<file path="config.mk">
export PLATFORM = sky130hd
export DESIGN_NAME = mem_arbiter
export DESIGN_NICKNAME = d
export VERILOG_FILES = /design/src/rtl/mem_arb_pkg.sv /design/src/rtl/arb_rr2.sv /design/src/rtl/mem_arbiter.sv
export SDC_FILE = /design/constraint.sdc
export NUM_CORES = 1
export LEC_CHECK = 0
export CAP_MARGIN = 20
export CORE_MARGIN = 5
export CORE_UTILIZATION = 33
export DETAILED_ROUTE_END_ITERATION = 8
export GPL_TIMING_DRIVEN = 0
export PLACE_DENSITY = 0.79
export SYNTH_ARGS = -nofsm -noshare
export SYNTH_HDL_FRONTEND = slang
export SYNTH_SLANG_ARGS = --single-unit
export TNS_END_PERCENT = 30
</file>
<file path="constraint.sdc">
create_clock -name clk -period 2.15 [get_ports clk]
set_input_delay 0.3225 -clock clk [delete_from_list [all_inputs] [get_ports clk]]
set_output_delay 0.3225 -clock clk [all_outputs]
set_load 0.01 [all_outputs]
</file>
<file path="src/rtl/mem_arb_pkg.sv">
// Shared definitions for the memory arbiter and the blocks that sit on the same memory.
package mem_arb_pkg;

    localparam int unsigned MEM_AW = 5;
    localparam int unsigned MEM_DW = 8;
    localparam int unsigned CNT_W  = 2;

    typedef enum logic {
        IDLE    = 1'b0,
        RD_WAIT = 1'b1
    } arb_state_e;

    typedef enum logic {
        REQ_CPU = 1'b0,
        REQ_EXT = 1'b1
    } req_id_e;

endpackage

</file>
<file path="src/rtl/arb_rr2.sv">
// Two-input round-robin picker: on a tie the requester that did not win last time wins.
module arb_rr2 (
    input  logic [1:0] req,
    input  logic       last,
    output logic       winner,
    output logic       any
);

    always_comb begin
        any    = |req;
        winner = (req == 2'b11) ? ~last : req[1];
    end

endmodule

</file>
<file path="src/rtl/mem_arbiter.sv">
// Shares one memory port between the CPU and the external loader, sequencing the fixed
// read latency and steering each read-return strobe back to the requester that issued it.
module mem_arbiter
    import mem_arb_pkg::*;
#(
    parameter int unsigned AW      = MEM_AW,
    parameter int unsigned DW      = MEM_DW,
    parameter int unsigned MEM_LAT = 1
) (
    input  logic          clk,
    input  logic          rst,
    input  logic          cpu_req,
    input  logic          cpu_we,
    input  logic [AW-1:0] cpu_addr,
    input  logic [DW-1:0] cpu_wdata,
    output logic          cpu_gnt,
    output logic          cpu_rvalid,
    output logic [DW-1:0] cpu_rdata,
    input  logic          ext_req,
    input  logic          ext_we,
    input  logic [AW-1:0] ext_addr,
    input  logic [DW-1:0] ext_wdata,
    output logic          ext_gnt,
    output logic          ext_rvalid,
    output logic [DW-1:0] ext_rdata,
    output logic [AW-1:0] mem_addr,
    output logic [DW-1:0] mem_wdata,
    output logic          mem_read,
    output logic          mem_write,
    input  logic [DW-1:0] mem_rdata,
    output logic          busy
);

    arb_state_e          state_q, state_d;
    logic [CNT_W-1:0]    cnt_q, cnt_d;
    req_id_e             last_gnt_q, last_gnt_d;
    req_id_e             rd_owner_q, rd_owner_d;
    logic [AW-1:0]       addr_q;
    logic [DW-1:0]       wdata_q;

    logic                win;
    logic                any;
    logic                can_gnt;
    req_id_e             win_id;
    logic                win_we;
    logic [AW-1:0]       win_addr;
    logic [DW-1:0]       win_wdata;

    arb_rr2 u_rr (
        .req    ({ext_req, cpu_req}),
        .last   (last_gnt_q == REQ_EXT),
        .winner (win),
        .any    (any)
    );

    // Grant/sequencing decision; the memory bus parks on the last issued access when idle.
    always_comb begin
        state_d    = state_q;
        cnt_d      = cnt_q;
        last_gnt_d = last_gnt_q;
        rd_owner_d = rd_owner_q;
        cpu_gnt    = 1'b0;
        ext_gnt    = 1'b0;
        mem_read   = 1'b0;
        mem_write  = 1'b0;
        mem_addr   = addr_q;
        mem_wdata  = wdata_q;

        win_id    = win ? REQ_EXT : REQ_CPU;
        win_we    = win ? ext_we    : cpu_we;
        win_addr  = win ? ext_addr  : cpu_addr;
        win_wdata = win ? ext_wdata : cpu_wdata;
        can_gnt   = (state_q == IDLE) || ((state_q == RD_WAIT) && (cnt_q == CNT_W'(1)));

        if (state_q == RD_WAIT) begin
            cnt_d = cnt_q - CNT_W'(1);
            if (cnt_q == CNT_W'(1)) begin
                state_d = IDLE;
            end
        end

        if (can_gnt && any) begin
            last_gnt_d = win_id;
            cpu_gnt    = ~win;
            ext_gnt    = win;
            mem_addr   = win_addr;
            mem_wdata  = win_wdata;
            if (win_we) begin
                mem_write = 1'b1;
            end else begin
                // A latency of 4 loads 0 and wraps through 3,2,1, so 2 bits suffice.
                mem_read   = 1'b1;
                rd_owner_d = win_id;
                cnt_d      = CNT_W'(MEM_LAT);
                state_d    = RD_WAIT;
            end
        end
    end

    always_ff @(posedge clk) begin
        if (!rst) begin
            state_q    <= IDLE;
            cnt_q      <= '0;
            last_gnt_q <= REQ_EXT;
            rd_owner_q <= REQ_CPU;
            addr_q     <= '0;
            wdata_q    <= '0;
        end else begin
            state_q    <= state_d;
            cnt_q      <= cnt_d;
            last_gnt_q <= last_gnt_d;
            rd_owner_q <= rd_owner_d;
            addr_q     <= mem_addr;
            wdata_q    <= mem_wdata;
        end
    end

    // Return strobes decode purely from registered state.
    assign busy       = (state_q == RD_WAIT);
    assign cpu_rvalid = busy && (cnt_q == CNT_W'(1)) && (rd_owner_q == REQ_CPU);
    assign ext_rvalid = busy && (cnt_q == CNT_W'(1)) && (rd_owner_q == REQ_EXT);
    assign cpu_rdata  = mem_rdata;
    assign ext_rdata  = mem_rdata;

endmodule

</file>
# After elaboration in Yosys (flattened, before gate mapping)
# Cells that the tools add are included.
# word_totals
wordCells	41
in_bits	40
reg_bits	18
# op_classes
bitwise	5
n_reduce_logical	7
mux	20
eq_ne	2
addsub	1
# op_table
op	count
$mux W8	2
$mux W1	13
$mux W5	2
$mux W2	3
$not A1 Y1	5
$logic_and A1 B1 Y1	4
$eq A2 B1 Y1 const B	1
$eq A2 B2 Y1 const B	1
$reduce_and A2 Y1	1
$reduce_or A2 Y1	1
$sub A2 B1 Y2 const B	1
$logic_or A1 B1 Y1	1

# Depth between registers and ports, before layout
# logic_depth
ltp_word	5
ltp_mapped	8
ltp_nobuf	7

# Modules after synthesis
# Synthesis repeated with hierarchy kept, for this count alone.
# hier_totals
cells_unflattened	139
area_unflattened_um2	1373.8
# modules_own_cells
mod	instances	seq_area_each_um2	cells_each	area_per_inst_um2
mem_arbiter	1	360.3	137	1360.1
arb_rr2	1	0.0	2	13.8

# Worst setup path before layout
# No wires, ideal clock.
# synth_path
kind	register to output
start	reg cnt_q[0]
end	out mem_addr[0]
required_ps	1827
arrival_time_ps	1290
slack_ps	537
path_stages_with_launch	6
path_cell_list	dfxtp_1 ha_1 nand2b_4 o21ai_2 buf_2 a221o_1
# synth_via
elab_chain_len	5
# synth_lines
element	line_no	source
start: declaration	mem_arbiter.sv:35	logic [CNT_W-1:0] cnt_q, cnt_d;
start signal: assignment	mem_arbiter.sv:110	cnt_q <= cnt_d;
$eq A2 B1 Y1	mem_arbiter.sv:73	can_gnt = (state_q == IDLE) || ((state_q == RD_WAIT) && (cnt_q == CNT_W'(1)));
$logic_and A1 B1 Y1	mem_arbiter.sv:73	
$logic_or A1 B1 Y1	mem_arbiter.sv:73	
$logic_and A1 B1 Y1	mem_arbiter.sv:82	if (can_gnt && any) begin
$mux W5	mem_arbiter.sv:82	
end: declaration	mem_arbiter.sv:26	output logic [AW-1:0] mem_addr,
# Every way passes these cells.

# Final worst setup path
# layout_path
start	reg cnt_q[1]
end	out mem_wdata[2]
# layout_via
elab_chain_len	5
# layout_lines
element	line_no	source
$eq A2 B1 Y1	mem_arbiter.sv:73	
$logic_and A1 B1 Y1	mem_arbiter.sv:73	
$logic_or A1 B1 Y1	mem_arbiter.sv:73	
$logic_and A1 B1 Y1	mem_arbiter.sv:82	
$mux W8	mem_arbiter.sv:82	
end: declaration	mem_arbiter.sv:27	output logic [DW-1:0] mem_wdata,
# Every way passes these cells.

==> results.sh <==
export IMPL_numClockSinks=18
export IMPL_hp_class="reg2reg"
export IMPL_syn2layout_area_growth_pct=81.6
export IMPL_clock_skew_ns=0.00197
export IMPL_drive_above_1_share=0.323
export IMPL_synth_warnings=0
export IMPL_maxCapViolCount=0
export IMPL_coreArea_um2=2980
export IMPL_grt_pass1_vias=1194
export IMPL_wl_mm=3.37
export IMPL_syn_nets=149
export IMPL_grt_pass1_wl_mm=5.40
export IMPL_synthMostInstantiatedCell="dfxtp_1"
export IMPL_hold_violations=0
export IMPL_period_share=0.991
export IMPL_synth_area_leaders="dfxtp_1 36%, buf_4 13%, a221o_1 9.0%"
export IMPL_grt_ovfl_total=0
export IMPL_yosys_cell_types_count=27
export IMPL_synth_edf_count=0
export IMPL_fmax_mhz=470
export IMPL_vias=1068
export IMPL_worstMarginPinSlew_ns=0.348
export IMPL_ctsHoldBuffers=0
export IMPL_num_rows=20
export IMPL_start_kind="flop"
export IMPL_synth_ff_type="dfxtp_1"
export IMPL_rsz0062_at_grt="true"
export IMPL_insertion_delay_ns=0.29
export IMPL_yosys_area_top_type_share=0.359
export IMPL_post_drt_wl_per_cell_um=15.2
export IMPL_outcome="finished, final reports clean"
export IMPL_initial_core_util=0.337
export IMPL_ant_nets=0
export IMPL_cts_buffer_depth=2
export IMPL_fin_util=0.613
export IMPL_synth_top_area_cell="dfxtp_1"
export IMPL_slew_headroom=0.768
export IMPL_drc_errors=0
export IMPL_grt_usage=0.158
export IMPL_critical_path_class="reg2out"
export IMPL_placed_area_um2=1720
export IMPL_leakagePower_nw=0.858
export IMPL_drt_iter0_drc=23
export IMPL_multiInputGateArea_um2=497
export IMPL_p_per_area_nw_per_um2=581
export IMPL_cts_tree="yes"
export IMPL_gp_congestion=0.723
export IMPL_cp_max_fo=6
export IMPL_syn_inst=108
export IMPL_ys_seq_area_frac=0.359
export IMPL_period_minus_slack_ns=2.13
export IMPL_vias_per_cell=4.81
export IMPL_synthArstFlopShare=0
export IMPL_yosys_top_cells_count="18 x dfxtp_1, 17 x buf_4, 14 x and2_1, 12 x and3_1, 9 x a221o_1"
export IMPL_finalNetCount=231
export IMPL_port_buffers=67
export IMPL_num_antenna_cells=0
export IMPL_clkSlewWorstSetupHoldPaths_ns=0.11
export IMPL_htreeDepth=1
export IMPL_antenna_found_initial=0
export IMPL_required_ns=1.83
export IMPL_hpwl_mm=2.58
export IMPL_fin_area_um2=1820
export IMPL_numCtsBuffers=3
export IMPL_grt_max_degree=11
export IMPL_die_area_um2=4250
export IMPL_syn_area_per_cell_um2=9.30
export IMPL_fillerInstances=253
export IMPL_setup_viol=0
export IMPL_die_height_um=65.2
export IMPL_num_io_pins=76
export IMPL_ir_drop_uv=235
export IMPL_syn_area_um2=1000
export IMPL_die_w_um=65.2
export IMPL_firstDrtPassIters=3
export IMPL_cts_root_buf="clkbuf_4"
export IMPL_arrival_ns=1.81
export IMPL_drv_slew=0
export IMPL_r2r_setup_slack_ns=0.42
export IMPL_end_kind="primary output"
export IMPL_ff_latch_area_um2=362
export IMPL_synth_seq_cells=18
==> per-layer routing <==
metal	routed length, um	up-vias	track usage
met2	1730	45	0.290
met4	48	0	0.0518
li1	-	530	-
met1	1310	489	0.173
met3	286	4	0.0462
met5	0	-	0
==> layout by cell type (no fill, tap or decap), drive strengths merged <==
cell	instances
dfxtp	18
and2	14
a21boi	3
nand2b	3
xnor2	1
a22o	1
o21ai	3
nand2	4
buf	35
a21oi	3
and3	14
clkdlybuf4s50	48
clkdlybuf4s15	1
clkbuf	13
a221o	13
nor2	2
dlygate4sd2	5
ha	1
inv	5
nand3	2
==> critical path, cell delays in order (launching register included) <==
cell and delay, ns:
dfxtp_1 0.33, inv_1 0.05, ha_2 0.17, nand2b_4 0.18, nand3_4 0.12, inv_6 0.05, buf_8 0.12, a221o_1 0.33
buf_2 0.15
==> final timing paths <==
path | from | end | cells after the start
max | cnt_q[1]$_SDFF_PN0_ | mem_wdata[2] | 8
min | rd_owner_q$_SDFFE_PN0P_ | rd_owner_q$_SDFFE_PN0P_ | 2
max reg2reg | cnt_q[1]$_SDFF_PN0_ | wdata_q[2]$_SDFF_PN0_ | 9
min reg2reg | rd_owner_q$_SDFFE_PN0P_ | rd_owner_q$_SDFFE_PN0P_ | 2
==> through the flow <==
stage | std cells | hold slack, ns | setup slack, ns | total power, mW | TNS, ns
floorplan | 108 | 0.444 | 0.537 | 0.604 | 0
global placement | 208 | 0.457 | -0.468 | 0.824 | -4.93
detailed placement | 208 | 0.470 | -0.542 | 0.838 | -5.73
CTS | 215 | 0.487 | -0.154 | 1.03 | -1.29
global route | 222 | 0.518 | -0.0616 | 1.12 | -0.535
finish | 222 | 0.483 | 0.0204 | 1.06 | 0
==> power by group <==
group | internal [mW] | leakage, nW | switching [mW]
sequential | 0.370 | 0.149 | 0.0188
combinational | 0.272 | 0.688 | 0.190
clock | 0.103 | 0.0210 | 0.107
==> registers in the layout (all words and copies together), names as in the netlist <==
name / flops
last_gnt_q: 1
rd_owner_q: 1
wdata_q: 8
addr_q: 5
busy: 1
cnt_q: 2
==> layout make-up <==
cell class	instances	share of cell area
plain buffers	21	0.0926
clock buffers	4	0.0199
inverters	5	0.0130
multi-input cells	64	0.272
flip-flops and latches	18	0.198
well taps	33	0.0226
repair buffers	77	0.381
==> logic make-up after synthesis <==
group | synth area share
DFF | 0.359
adders and majority gates | 0.0125
xor gates and xnor gates | 0.00872
and+or+nand+nor | 0.240
buffers and inverters | 0.177
AOI/OAI and AO/OA | 0.203
==> what timing repair did <==
item | in CTS | in global routing
endpoints found under the hold margin | 0 | 0
setup endpoints to repair | 17 | 14
resized for setup | 38 | 28
cloned | 0 | 2
setup buffers | 3 | 5
pin swaps | 0 | 5
Power figures use the tool's default switching activity.
